[src/rtl/imm_gen_pipe.sv]
// Decode-stage immediate generator with a 2-entry skid FIFO.
// Immediates are formed at the input and carried with a tag to the output.
module imm_gen_pipe #(
    parameter int XLEN  = 32,
    parameter int TAG_W = 32
) (
    input  logic             clk,
    input  logic             rst_n,
    input  logic             flush,
    input  logic             in_valid,
    output logic             in_ready,
    input  logic [31:0]      in_inst,
    input  logic [2:0]       in_type,
    input  logic [TAG_W-1:0] in_tag,
    output logic             out_valid,
    input  logic             out_ready,
    output logic [XLEN-1:0]  out_imm,
    output logic [TAG_W-1:0] out_tag,
    output logic             out_err
);

    typedef enum logic [2:0] {
        RTYPE  = 3'd0,
        ITYPE  = 3'd1,
        STYPE  = 3'd2,
        BTYPE  = 3'd3,
        UTYPE  = 3'd4,
        JTYPE  = 3'd5,
        ZTYPE  = 3'd6,
        SHTYPE = 3'd7
    } imm_type_e;

    logic [XLEN-1:0]  imm_d;
    logic             err_d;
    logic             unused_opcode;

    logic [XLEN-1:0]  imm_q [2];
    logic [TAG_W-1:0] tag_q [2];
    logic             err_q [2];
    logic             head_q, head_d;
    logic             tail_q, tail_d;
    logic [1:0]       cnt_q, cnt_d;
    logic             accept, pop, wr_en;

    assign unused_opcode = ^in_inst[6:0];

    always_comb begin
        imm_d = '0;
        err_d = 1'b0;
        unique case (imm_type_e'(in_type))
            RTYPE: imm_d = '0;
            ITYPE: imm_d = XLEN'($signed(in_inst[31:20]));
            STYPE: imm_d = XLEN'($signed({in_inst[31:25], in_inst[11:7]}));
            BTYPE: imm_d = XLEN'($signed({in_inst[31], in_inst[7],
                                          in_inst[30:25], in_inst[11:8],
                                          1'b0}));
            UTYPE: imm_d = XLEN'($signed({in_inst[31:12], 12'b0}));
            JTYPE: imm_d = XLEN'($signed({in_inst[31], in_inst[19:12],
                                          in_inst[20], in_inst[30:21],
                                          1'b0}));
            ZTYPE: imm_d = XLEN'(in_inst[19:15]);
            SHTYPE: begin
                if (XLEN == 64) begin
                    imm_d = XLEN'(in_inst[25:20]);
                end else begin
                    // shamt bit 5 is illegal on RV32; keep the low 5 bits
                    imm_d = XLEN'(in_inst[24:20]);
                    err_d = in_inst[25];
                end
            end
        endcase
    end

    assign in_ready  = (cnt_q != 2'd2);
    assign out_valid = (cnt_q != 2'd0);
    assign accept    = in_valid & in_ready;
    assign pop       = out_valid & out_ready;
    assign wr_en     = accept & ~flush;

    always_comb begin
        head_d = head_q;
        tail_d = tail_q;
        cnt_d  = cnt_q;
        if (flush) begin
            head_d = 1'b0;
            tail_d = 1'b0;
            cnt_d  = 2'd0;
        end else begin
            if (accept) tail_d = ~tail_q;
            if (pop)    head_d = ~head_q;
            cnt_d = cnt_q + {1'b0, accept} - {1'b0, pop};
        end
    end

    always_ff @(posedge clk or negedge rst_n) begin
        if (!rst_n) begin
            head_q <= 1'b0;
            tail_q <= 1'b0;
            cnt_q  <= 2'd0;
        end else begin
            head_q <= head_d;
            tail_q <= tail_d;
            cnt_q  <= cnt_d;
        end
    end

    // Cleared on reset so the empty head reads zero.
    always_ff @(posedge clk or negedge rst_n) begin
        if (!rst_n) begin
            for (int i = 0; i < 2; i++) begin
                imm_q[i] <= '0;
                tag_q[i] <= '0;
                err_q[i] <= 1'b0;
            end
        end else if (wr_en) begin
            imm_q[tail_q] <= imm_d;
            tag_q[tail_q] <= in_tag;
            err_q[tail_q] <= err_d;
        end
    end

    assign out_imm = imm_q[head_q];
    assign out_tag = tag_q[head_q];
    assign out_err = err_q[head_q];

endmodule

[config.mk]
export PLATFORM = sky130hd
export DESIGN_NAME = imm_gen_pipe
export DESIGN_NICKNAME = d
export VERILOG_FILES = /design/src/rtl/imm_gen_pipe.sv
export SDC_FILE = /design/constraint.sdc
export NUM_CORES = 1
export LEC_CHECK = 0
export ABC_CLOCK_PERIOD_IN_PS = 3200
export BUFFER_PORTS_ARGS = -buffer_cell sky130_fd_sc_hd__buf_2
export CAP_MARGIN = 0
export CORE_MARGIN = 2
export CORE_UTILIZATION = 50
export CTS_CLUSTER_SIZE = 24
export DETAILED_ROUTE_END_ITERATION = 10
export PLACE_DENSITY = 0.74
export REMOVE_ABC_BUFFERS = 1
export SLEW_MARGIN = 10
export SYNTH_ARGS = -nofsm -noshare
export SYNTH_HDL_FRONTEND = slang
export SYNTH_SLANG_ARGS = --single-unit
[constraint.sdc]
create_clock -name clk -period 3.2 [get_ports clk]
set_input_delay 0.16 -clock clk [delete_from_list [all_inputs] [get_ports clk]]
set_output_delay 0.16 -clock clk [all_outputs]
set_load 0.01 [all_outputs]
==> metrics.cfg <==
[run_status]
status=complete, no violations

[power_and_ir_drop]
p_leak_nw=3.685
power.switching_mw=2.321
power.density_mw_per_mm2=932.7
switching_share_pct=30.74
power.share.clock_pct=25.8
ir_drop_mv=0.5358
power_frac_comb_pct=36.3
intPower_mw=5.227
pwr-share-seq_pct=37.9

[global_routing]
grt_util_all_layers_pct=21.50
grt_overflow=0
antenna_found_initial=1
grt_pass1_wl_um=22540
grt_pass1_vias=4668
grt_max_degree=98

[timing]
fin_setup_tns_ps=0
tightest_slew_ps=982.6
slew_headroom_pct=34.36
finalSetupViolCount=0
maxSlewViolCount=0
worst_slack_ps=579.1
rsz0062_at_grt=false
hold_viol_final=0
finalCriticalPeriod_ps=2621
worst_clock_skew_ps=6.451
fmax_mhz=381.5
period_share_pct=81.90

[setup_path]
crit_required_ps=3490
r2r.worst_path.cells=4
arrival_ps=2920
crit_fanout=58
cp-start-kind=input pin
critical_path_buf_inv_count=3
endpoint_kind=flop
path_delay_family=buffers and inverters
worst-path-stages=6
crit_slowest_cell=buf_4
path_class=input pin to flop
worst_path_largest_cell_delay_ps=700
cp_cell_sequence=dlygate4sd3_1 > buf_2 > nand2b_1 > nor3_4 > buf_4 > mux2_2

[floorplanning]
die_y_um=117.2
core_mm2=0.01257
die_x_um=117.2
rows=41
initial_utilization_pct=51.02
num_io_pins=139
dieArea_mm2=0.01375

[clocking]
tritoncts=built
cts.reportedPaths.clkPinSlew_ps=60
cts_buffer_depth=2
post_cts_buffers=0
clk-insertion-delay-late_ps=420
cts.sinks=134
cts_buffers=17
h-tree-depth=4
cts-root-buf=clkbuf_16

[layout]
num-nets-final=714
seqCellArea_mm2=0.003354
post-route-util_pct=64.39
instances_no_fill=827
multi_input_area_mm2=0.002785
syn_to_final_growth_pct=26.20
fillers=993
drive_gt1_share_pct=49.16

[detailed_routing]
drt_wl_total_um=13910
wl_per_cell_um=16.82
met2RoutedLength_um=6655
final_antenna_net_count=0
drt_first_pass_iters=4
vias_per_cell=5.476
top_layer=met4
num_vias=4529
met3RoutedLength_um=900
drc=0
wl_met1_um=6049
drt-initial-drc-count=255

[yosys]
synth_top_family_by_area=multiplexers
synthCells=486
synth_compound_area_share_pct=7.688
ys_warn_count=0
synth_xor_area_share_pct=0.2732
synth_flop_cell=dfrtp_1
synthAdderAreaFrac_pct=0.3902
ys_ff_latch=134
synthMuxAreaShare_pct=30.56
synthSimpleGateAreaFrac_pct=4.332
avgSynthCellArea_um2=13.19
async_flop_share_pct=100.0
yosysSeqAreaShare_pct=52.29
syn-cell-area_mm2=0.006412
synth_cell_types=39
synth-edff-count=0

[run]
maxCapViolCount=0

[placed_design]
port_buffers=131
dpl.hpwl_um=9182
placedCellCount=759
gp_congestion=0.8220
pre_cts_ws_ps=654.8

[min_path]
min_path_type=input pin to flop
min_path_cells=3

-- power groups by stage --
| stage | logic (mW) | registers [mW] | clock network, mW |
|---|---|---|---|
| final | 2.74 | 2.86 | 1.94 |
| after global routing | 3.02 | 2.96 | 2.06 |
| after CTS | 2.78 | 2.86 | 1.98 |
| after detailed placement | 2.73 | 2.89 | 0 |
| after global placement | 2.66 | 2.81 | 0 |
| after floorplan | 1.79 | 2.83 | 0 |
-- Yosys cell counts, drive strengths merged, types with 5 or more instances --
cell	n	area, um2
a31oi	16	100.1
buf	28	187.7
clkbuf	8	31.28
dfrtp	134	3353
inv	18	67.56
mux2	166	1869
mux2i	9	90.09
nand2	11	41.29
nand3	5	25.02
nor2b	7	43.79
o211ai	9	67.56
o21ai	20	100.1
o2bb2ai	8	70.07
o31ai	7	52.55
-- cell type report --
cell class,instances,share of cell area [%]
sequential,134,41.45
multi-input combinational,298,34.42
timing repair buffer,171,13.25
inverter,18,0.8349
tap,172,2.659
clock inverter,9,1.546
antenna,2,0.06184
clock buffer,23,5.782
-- worst reg2reg max path, stage by stage (launching register included) --
cell	delay, ps
dfrtp_1	400
nor2b_1	300
nor3_4	520
buf_4	700
mux2_2	500
-- per-layer routing --
layer,vias to the layer above,GRT usage [%]
met5,-,0
met4,0,8.863
met3,24,6.231
met2,141,34.37
met1,2278,27.60
li1,2086,-
-- logic make-up (layout without fill, tap and decap cells) --
group,after synthesis,in the layout
compound gates,73,73
xor+xnor,2,2
fa+ha+maj,2,2
buf+inv,54,221
flops,134,134
mux,175,175
other cells,0,2
simple gates,46,46
-- flip-flops by register name, indices dropped and copies added, names as in the netlist --
| signal | cells |
|---|---|
| imm_q | 64 |
| tail_q | 1 |
| cnt_q | 2 |
| err_q | 2 |
| head_q | 1 |
| tag_q | 64 |
-- final timing paths --
kind / endpoint / slack (ps) / startpoint
max in group asynchronous: tag_q[63] / 2040 / rst_n
min reg2reg: imm_q[16] / 480 / imm_q[16]
max reg2reg: tag_q[58] / 650 / cnt_q[1]
min: tail_q / 50 / in_valid
max: tag_q[58] / 580 / flush
min in group asynchronous: tag_q[6] / 390 / rst_n
-- per-stage QoR --
stage	total power, mW	area [um2]	hold slack [ps]
after global routing	8.032	8088	68.36
after detailed placement	5.621	7154	316.2
final	7.548	8093	53.96
after global placement	5.473	7154	298.6
after CTS	7.626	8088	41.00
after floorplan	4.625	6193	-135.6
-- what timing repair did --
| item | CTS | global route |
|---|---|---|
| endpoints found under the hold margin | 163 | 0 |
| hold buffers | 34 | 0 |
| gates resized for setup | 0 | 0 |
-- placed cells by master (no fill, tap or decap), drive strengths merged, types with 3 or more instances in the layout --
cell type      n
mux2i          9
bufinv         3
nor2           4
nand2b         4
dlygate4sd3   34
nand3          5
inv           18
nand2         11
o211ai         9
a32oi          4
a31oi         16
dfrtp        134
o21ai         20
o2bb2ai        8
nor3           3
buf          137
mux2         166
clkbuf        23
a22oi          4
nor2b          7
o31ai          7
or4bb          4
clkinv         4
Power figures use the tool's default switching activity.
